$ cat config.mk
export PLATFORM = sky130hd
export DESIGN_NAME = song_recorder
export DESIGN_NICKNAME = d
export VERILOG_FILES = /design/src/rtl/song_recorder_pkg.sv /design/src/rtl/song_recorder_tick_gen.sv /design/src/rtl/song_recorder.sv
export SDC_FILE = /design/constraint.sdc
export NUM_CORES = 1
export LEC_CHECK = 0
export CAP_MARGIN = 15
export CELL_PAD_IN_SITES_DETAIL_PLACEMENT = 1
export CELL_PAD_IN_SITES_GLOBAL_PLACEMENT = 2
export CORE_ASPECT_RATIO = 2
export CORE_MARGIN = 3
export CORE_UTILIZATION = 30
export CTS_CLUSTER_SIZE = 20
export DETAILED_ROUTE_END_ITERATION = 8
export PLACE_DENSITY_LB_ADDON = 0.08
export SLEW_MARGIN = 20
export SYNTH_ARGS = -nofsm -noshare
export SYNTH_HDL_FRONTEND = slang
export SYNTH_SLANG_ARGS = --single-unit
$ cat constraint.sdc
create_clock -name clk -period 6.5 [get_ports clk]
set_clock_uncertainty 0.2 [all_clocks]
set_input_delay 1.3 -clock clk [delete_from_list [all_inputs] [get_ports clk]]
set_output_delay 1.3 -clock clk [all_outputs]
set_load 0.02 [all_outputs]
$ cat src/rtl/song_recorder_pkg.sv
// Shared types and constants for the song recorder.
package song_recorder_pkg;

    typedef enum logic [1:0] {
        StIdle,
        StRecord,
        StPlay
    } state_e;

    localparam logic [3:0]  REST    = 4'd0;
    localparam int unsigned DUR_MAX = 255;
    localparam int unsigned ENTRY_W = 12;

    // Saturating increment of a segment duration in ticks.
    function automatic logic [7:0] dur_sat_inc(input logic [7:0] d);
        return (d == 8'(DUR_MAX)) ? d : d + 8'd1;
    endfunction

endpackage

$ cat src/rtl/song_recorder_tick_gen.sv
// Free-running duration tick generator with synchronous clear.
module song_recorder_tick_gen
    import song_recorder_pkg::*;
#(
    parameter int unsigned TICK_CYCLES = 10_000_000
) (
    input  logic clk_i,
    input  logic rst_i,
    input  logic clr_i,
    output logic tick_o
);

    localparam int unsigned CntW = (TICK_CYCLES > 1) ? $clog2(TICK_CYCLES) : 1;

    logic [CntW-1:0] cnt_q, cnt_d;

    assign tick_o = (cnt_q == CntW'(TICK_CYCLES - 1));

    // Count up to TICK_CYCLES-1 and wrap; clear restarts a full tick period.
    always_comb begin
        cnt_d = cnt_q + CntW'(1);
        if (clr_i || tick_o) begin
            cnt_d = '0;
        end
    end

    // Counter register.
    always_ff @(posedge clk_i or posedge rst_i) begin
        if (rst_i) begin
            cnt_q <= '0;
        end else begin
            cnt_q <= cnt_d;
        end
    end

endmodule

$ cat src/rtl/song_recorder.sv
// Records key presses as {note, duration} segments and replays them.
module song_recorder
    import song_recorder_pkg::*;
#(
    parameter int unsigned TICK_CYCLES = 10_000_000,
    parameter int unsigned DEPTH       = 32
) (
    input  logic       clk,
    input  logic       rst,
    input  logic [3:0] key_out,
    input  logic       key_out_on,
    input  logic       record_start,
    input  logic       stop,
    input  logic       play_start,
    output logic [3:0] note_to_play,
    output logic       play_note,
    output logic       recording,
    output logic       playing,
    output logic [5:0] entry_count,
    output logic       full,
    output logic       done
);

    localparam int unsigned IdxW = (DEPTH > 1) ? $clog2(DEPTH) : 1;

    state_e             state_q, state_d;
    logic [5:0]         count_q, count_d;
    logic               key_on_q;
    logic               seg_open_q, seg_open_d;
    logic [3:0]         seg_note_q, seg_note_d;
    logic [7:0]         dur_q, dur_d;
    logic [IdxW-1:0]    idx_q, idx_d;
    logic               done_q, done_d;
    logic               tick, tick_clr;
    logic               wr_en;
    logic [ENTRY_W-1:0] wr_data;
    logic [ENTRY_W-1:0] mem_q [DEPTH];
    logic [ENTRY_W-1:0] rd_entry;
    logic [7:0]         dur_tick, dur_wr;
    logic               key_rise, key_fall, key_chg;

    song_recorder_tick_gen #(
        .TICK_CYCLES(TICK_CYCLES)
    ) u_tick_gen (
        .clk_i (clk),
        .rst_i (rst),
        .clr_i (tick_clr),
        .tick_o(tick)
    );

    assign rd_entry = mem_q[idx_q];
    // dur_q counts ticks in the current segment (record) or entry (play).
    assign dur_tick = tick ? dur_sat_inc(dur_q) : dur_q;
    assign dur_wr   = (dur_tick == 8'd0) ? 8'd1 : dur_tick;
    assign key_rise = key_out_on & ~key_on_q;
    assign key_fall = ~key_out_on & key_on_q;
    // Only a held note can change pitch; a key already down at record start is ignored.
    assign key_chg  = key_out_on & key_on_q & seg_open_q & (seg_note_q != REST)
                      & (key_out != seg_note_q);

    // Next-state: mode control, segment tracking and replay sequencing.
    always_comb begin
        state_d    = state_q;
        count_d    = count_q;
        seg_open_d = seg_open_q;
        seg_note_d = seg_note_q;
        dur_d      = dur_tick;
        idx_d      = idx_q;
        done_d     = 1'b0;
        tick_clr   = 1'b0;
        wr_en      = 1'b0;
        wr_data    = {seg_note_q, dur_wr};
        unique case (state_q)
            StIdle: begin
                if (record_start) begin
                    state_d    = StRecord;
                    count_d    = '0;
                    seg_open_d = 1'b0;
                    seg_note_d = REST;
                end else if (play_start && (count_q != 6'd0)) begin
                    state_d = StPlay;
                    idx_d   = '0;
                end
            end
            StRecord: begin
                if (stop) begin
                    // A trailing rest carries no information and is dropped.
                    wr_en   = seg_open_q && (seg_note_q != REST);
                    state_d = StIdle;
                end else if (key_rise || key_chg) begin
                    wr_en      = seg_open_q;
                    seg_open_d = 1'b1;
                    seg_note_d = key_out;
                    dur_d      = '0;
                    tick_clr   = 1'b1;
                end else if (key_fall && seg_open_q) begin
                    wr_en      = 1'b1;
                    seg_note_d = REST;
                    dur_d      = '0;
                    tick_clr   = 1'b1;
                end
                if (wr_en) begin
                    count_d = count_q + 6'd1;
                    if (count_d == 6'(DEPTH)) begin
                        state_d = StIdle;
                    end
                end
            end
            StPlay: begin
                if (stop) begin
                    state_d = StIdle;
                end else if (tick && (dur_tick >= rd_entry[7:0])) begin
                    dur_d    = '0;
                    tick_clr = 1'b1;
                    if ((6'(idx_q) + 6'd1) == count_q) begin
                        state_d = StIdle;
                        done_d  = 1'b1;
                    end else begin
                        idx_d = idx_q + IdxW'(1);
                    end
                end
            end
            default: state_d = StIdle;
        endcase
        if (state_d != state_q) begin
            tick_clr = 1'b1;
            dur_d    = '0;
        end
    end

    // Control and segment registers.
    always_ff @(posedge clk or posedge rst) begin
        if (rst) begin
            state_q    <= StIdle;
            count_q    <= '0;
            key_on_q   <= 1'b0;
            seg_open_q <= 1'b0;
            seg_note_q <= REST;
            dur_q      <= '0;
            idx_q      <= '0;
            done_q     <= 1'b0;
        end else begin
            state_q    <= state_d;
            count_q    <= count_d;
            key_on_q   <= key_out_on;
            seg_open_q <= seg_open_d;
            seg_note_q <= seg_note_d;
            dur_q      <= dur_d;
            idx_q      <= idx_d;
            done_q     <= done_d;
        end
    end

    // Song memory; contents are qualified by entry_count, so no reset.
    always_ff @(posedge clk) begin
        if (wr_en) begin
            mem_q[count_q[IdxW-1:0]] <= wr_data;
        end
    end

    assign recording    = (state_q == StRecord);
    assign playing      = (state_q == StPlay);
    assign note_to_play = playing ? rd_entry[11:8] : REST;
    assign play_note    = playing && (rd_entry[11:8] != REST);
    assign entry_count  = count_q;
    assign full         = (count_q == 6'(DEPTH));
    assign done         = done_q;

endmodule

; After elaboration in Yosys (flattened, before gate mapping)
; Memory sizes are Yosys's and may differ from the RTL's.
; Index checks and enable logic that the tools add are counted.
[word_totals]
register_bits = 52
ramBits = 384
in_bits = 10
output_inout_bits = 15
wordCells = 117
n_memories = 1
[classes]
add_sub_neg = 5
order_cmp = 1
eq_ne = 19
mux = 56
n_bitwise = 8
reduce_logical = 18
[mem_list]
columns = memory, words, width, read_ports, rd_clocked_by_memory_dff, write_ports, line
row1 = mem_q, 32, 12, 1, 0, 1, song_recorder.sv:37  ; logic [ENTRY_W-1:0] mem_q [DEPTH];
[ops]
columns = operator, count
row1 = 8-bit two-way mux, 9
row2 = 5-bit two-way mux, 5
row3 = "24-bit by 1-bit adder with 24-bit output, second input constant", 1
row4 = "24-bit equality test, second input constant", 1
row5 = 24-bit two-way mux, 1
row6 = 4-bit two-way mux, 5
row7 = 1-bit two-way mux, 19
row8 = 2-bit two-way mux, 8
row9 = 8-bit one-hot mux with 2 select lines, 1
row10 = "6-bit equality test, second input constant", 2
row11 = 6-bit two-way mux, 2
row12 = "2-bit inequality test, second input constant", 6
row13 = 6-bit one-hot mux with 2 select lines, 1
row14 = 5-bit one-hot mux with 2 select lines, 1
row15 = "8-bit by 1-bit adder with 8-bit output, second input constant", 1
row16 = "8-bit equality test, second input constant", 1
row17 = 8-bit greater-or-equal comparator, 1
row18 = 8-bit logical NOT, 1
row19 = 4-bit one-hot mux with 2 select lines, 1
row20 = 4-bit AND reduction, 2
row21 = 4-bit nonzero test, 2
row22 = "5-bit by 1-bit adder with 6-bit output, second input constant", 1
row23 = "6-bit by 1-bit adder with 6-bit output, second input constant", 1
row24 = 1-bit bitwise AND, 6
row25 = other kinds (18), 28

; Depth between registers and ports, before layout
[logic_depth]
ltp_word = 14
depth_mapped = 18
depth_no_buf = 15

; Modules after synthesis
; From an unflattened synthesis, not the netlist that was laid out.
[unflattened]
cells_unflattened = 1013
area_unflattened_um2 = 18330.1
[modules_own_cells]
columns = mod, n_inst, cells_per_inst, area_each_um2, seq_area_each_um2
row1 = song_recorder, 1, 882, 17101.4, 12231.7
row2 = song_recorder_tick_gen, 1, 131, 1228.7, 600.6

; Worst setup path after synthesis
; No wires, ideal clock.
[synth_timing]
kind = register -> register
startpoint = reg u_tick_gen.cnt_q[14]
endpoint = mem mem_q[0][0], data pin
setup_time_ns = 0.467
t_arrival_ns = 3.798
required_time_ns = 5.833
slack_ns = 2.035
stages_incl_launch_ff = 7
n_path_buf = 0
synth_period_minus_slack_ns = 4.465
cell_sequence = dfrtp_1 > or4b_1 > or4_4 > nor4_4 > mux2_2 > or3_1 > o31ai_1
[synth_between]
elab_chain_cells = 4
[synth_rtl]
columns = element, line
row1 = start: declaration, song_recorder_tick_gen.sv:15  ; logic [CntW-1:0] cnt_q, cnt_d;
row2 = start signal: assignment, song_recorder_tick_gen.sv:32  ; cnt_q <= cnt_d;
row3 = 24-bit equality test *, song_recorder_tick_gen.sv:17  ; assign tick_o = (cnt_q == CntW'(TICK_CYCLES - 1));
row4 = 8-bit two-way mux *, song_recorder.sv:53  ; assign dur_tick = tick ? dur_sat_inc(dur_q) : dur_q;
row5 = 8-bit logical NOT, song_recorder.sv:54  ; assign dur_wr = (dur_tick == 8'd0) ? 8'd1 : dur_tick;
row6 = 8-bit two-way mux *, song_recorder.sv:54
row7 = via dur_wr[0], song_recorder.sv:39  ; logic [7:0] dur_tick, dur_wr;
row8 = end: declaration, song_recorder.sv:37
; The timed path passes the listed nets; every way through them passes the cells marked *.

; Worst setup path in the final report
[layout_timing]
startpoint = reg idx_q[0]
endpoint = out play_note
[layout_between]
elab_chain_cells = 3
[layout_rtl]
columns = element, line
row1 = start: declaration, song_recorder.sv:32  ; logic [IdxW-1:0] idx_q, idx_d;
row2 = start signal: assignment, song_recorder.sv:149  ; idx_q <= idx_d;
row3 = memory read 32 x 12 bit, -
row4 = 4-bit nonzero test, song_recorder.sv:164  ; assign play_note = playing && (rd_entry[11:8] != REST);
row5 = 1-bit logical AND, song_recorder.sv:164
row6 = end: declaration, song_recorder.sv:16  ; output logic play_note,
; No other way between the ends.

==> metrics.md <==
| Metric | Value |
|---|---|
| Hold path start | u_tick_gen.cnt_q[0] |
| Peak supply drop | 212.1 uV |
| Row count | 128 |
| Global-route wire length before repair | 80.21 mm |
| Clock Sinks | 436 |
| Leak | 6.825 nW |
| Post-CTS setup repair buffer count | 0 |
| Die height | 357.8 um |
| Share of the synthesized area in the top cell type | 62.12% |
| # IOs | 25 |
| CP endpoint kind | output port |
| CTS tree | done |
| Clock Root Buffer | clkbuf_16 |
| Worst Setup Start Kind | flop |
| Final wirelength | 54.04 mm |
| Critical path origin | idx_q[0] |
| Full die area | 65070 um^2 |
| Routed vias | 10430 |
| Core area | 61020 um^2 |
| Min Hold Slack | 0.2916 ns |
| Layout area overhead | 14.94% |
| Internal Power | 4.589 mW |
| Post-route cell area | 21330 um^2 |
| Max Root-Sink Buffers | 3 |
| Post-Syn Area | 18560 um^2 |
| CTS Hold Buffers Added | 0 |
| Antenna violations before repair | 0 |
| Clk Latency, worst-skew pair | 0.56 ns |
| DR pass1 iterations | 4 |
| Switching part of the total | 23.63% |
| DR vias/cell | 5.181 |
| Fillcell total | 6110 |
| Crit-path max FO | 39 |
| # port buffers | 24 |
| Number of synthesized flops with an enable pin | 384 |
| Final setup TNS | 0 ns |
| HPWL after DPL | 37.14 mm |
| Routed length per instance | 26.84 um |
| Flop pwr share | 52.5% |
| Clock network power share | 40.8% |
| Total CTS buffers | 43 |
| Post-layout min period | 5.671 ns |
| Worst Path Required | 5.00 ns |
| Net count, final | 1232 |
| Logic pwr share | 6.7% |
| Post-Syn Nets | 1181 |
| Mapped Cells | 1152 |
| Clock Pin Slew Worst Setup and Hold Paths | 0.06 ns |
| Starting density of the core | 30.42% |
| PostCTS Resize Cnt | 0 |
| Leading area contributor after synthesis | edfxtp_1 |
| Period Utilization, post-route | 87.25% |
| DIE WIDTH | 181.9 um |
| Starting DRC count in detailed routing | 529 |
| Worst EP arrival | 4.17 ns |
| Syn_area_per_cell | 16.11 um^2 |
| Relative slew slack | 25.19% |
| Peak Freq | 0.1763 GHz |
| Antenna Cells | 0 |
| RSZ-0062 raised after global routing | false |
| Area post-placement | 19980 um^2 |
| Gr usage total | 16.80% |
| Synth cell types | 70 |
| Main flop type after synthesis | edfxtp_1 |
| Min-Delay Path Class | reg -> reg |
| Final Slew Violations | 0 |
| Total power | 6.008 mW |
| Largest net degree at the start of global routing | 48 |
| Hold Path Depth | 1 |
| Post-DRT Antenna Nets | 0 |
| Syn. warnings | 0 |
| Seq cells post-synth | 436 |
| Pwr dens | 281.6 nW/um^2 |
| Net switching power | 1.420 mW |
| Status | complete, no violations |
| H-Tree Level Count | 2 |
| Hold Vio Cnt, Final | 0 |
| Crit Reg-Reg Startpoint | idx_q[0] |
| Share of flip-flops with an asynchronous set or reset | 11.93% |
| Number of global-route vias before repair | 11530 |
| FF-to-FF setup slack | 1.17 ns |
| Max_cap viols | 0 |
| Register area share after synthesis | 69.13% |
| Share of layout cells above drive strength 1 | 17.27% |
| Actual slew at the worst max-slew pin | 1.121 ns |
| GRT overflow | 0 |
| FF-to-FF path depth | 14 |
| Final setup vio count | 0 |
| Dominant cells by area after synthesis | edfxtp_1, dfrtp_1, mux4_2 |
| Crit path kind | reg -> out |
| # DRC | 0 |
| Placer Congestion | 0.7285 |
[power groups by stage]
| stage | clock (mW) | combinational [mW] | sequential [mW] |
|---|---|---|---|
| finish | 2.45 | 0.400 | 3.16 |
| global route | 2.63 | 0.449 | 3.16 |
| CTS | 2.54 | 0.415 | 3.16 |
| detailed placement | 0 | 0.413 | 3.22 |
| global placement | 0 | 0.413 | 3.21 |
| floorplan | 0 | 0.252 | 3.19 |
[synth_stat cells (all sizes together) (2+ instances only)]
cell / n
nor3b: 12
nand4: 9
xor2: 17
or3: 2
o221ai: 32
o21ai: 16
a2111oi: 7
a21oi: 29
and3: 9
buf: 30
o41a: 2
xnor2: 27
nand2: 78
o211ai: 2
a22oi: 7
inv: 13
dfrtp: 52
nand3: 19
nor4: 7
nand3b: 4
or3b: 4
clkbuf: 29
a41oi: 7
a211oi: 16
o22ai: 14
ha: 19
or4: 2
a31oi: 2
mux2: 4
and2: 13
mux2i: 84
o31ai: 3
nor2b: 12
nor4b: 4
a221oi: 5
nand2b: 8
nor2: 73
a22o: 6
o21bai: 2
o311ai: 2
mux4: 56
nand4b: 3
and4bb: 2
nor3: 10
edfxtp: 384
[worst max-delay path, stage by stage, from the launching register on]
cell and delay (ns):
dfrtp_4 0.89, buf_4 0.38, buf_4 0.32, mux4_2 0.55
mux2i_1 0.21, o221ai_1 0.18, o41a_1 0.48, clkdlybuf4s50_1 0.55
[cells by family (layout without fill, tap and decap cells)]
logic type,Yosys count,count (layout),synth area share [%]
xor gates and xnor gates,44,44,2.076
muxes,144,144,11.57
adders and majority gates,19,19,1.281
DFF,436,436,69.13
AOI/OAI and AO/OA,160,160,6.478
and+or+nand+nor,276,276,7.739
buffers and inverters,73,154,1.726
[cell usage in the layout, fill, tap and decap left out, drive strengths merged, types with 10 or more instances in the layout]
cell type,n
clkbuf,54
nand2,78
and2,13
nor3,10
nor2,73
nor2b,12
xor2,17
buf,41
o21ai,16
dfrtp,52
o22ai,14
mux2i,84
o221ai,32
clkinv,15
xnor2,27
ha,19
inv,14
a21oi,29
nand3,19
nor3b,12
mux4,56
edfxtp,384
clkdlybuf4s50,24
a211oi,16
[per-stage QoR]
step	setup slack (ns)	instances	utilization [%]
after floorplan	2.035	1152	-
after global placement	1.042	1936	32.72
after detailed placement	0.9881	1937	32.74
after CTS	0.7052	2012	34.94
after global routing	0.5316	2013	34.96
final	0.8287	2013	34.96
[area by class of cell]
type | count | area [um^2] | area share [%]
clock buffers | 54 | 1160 | 5.437
clock inverters | 21 | 181.4 | 0.8504
multi-input cells | 643 | 5560 | 26.06
repair buffers | 65 | 559.3 | 2.622
well taps | 780 | 975.9 | 4.575
flip-flops and latches | 436 | 12840 | 60.21
inverters | 14 | 52.55 | 0.2463
[registers in the layout, summed over array words and instances (netlist names)]
register          flops
u_tick_gen.cnt_q     24
done                  1
seg_open_q            1
dur_q                 8
seg_note_q            4
mem_q               384
key_on_q              1
state_q               2
entry_count           6
idx_q                 5
[worst paths after layout]
path                                       endpoint
worst max-delay path                      play_note
worst min register to register  u_tick_gen.cnt_q[0]
worst min-delay path            u_tick_gen.cnt_q[0]
max in group asynchronous                  idx_q[0]
min in group asynchronous             seg_note_q[1]
worst max register to register  u_tick_gen.cnt_q[7]
[routing by layer]
layer / part of all wire, % / global-route usage (%) / wire (um) / vias to the layer above
li1: - / - / - / 4656
met1: 37 / 18.04 / 19800 / 5555
met2: 58 / 33.70 / 31490 / 142
met3: 1.9 / 1.624 / 1035 / 77
met4: 3.2 / 5.673 / 1713 / 0
met5: 0 / 0 / 0 / -
Power figures use the tool's default switching activity.
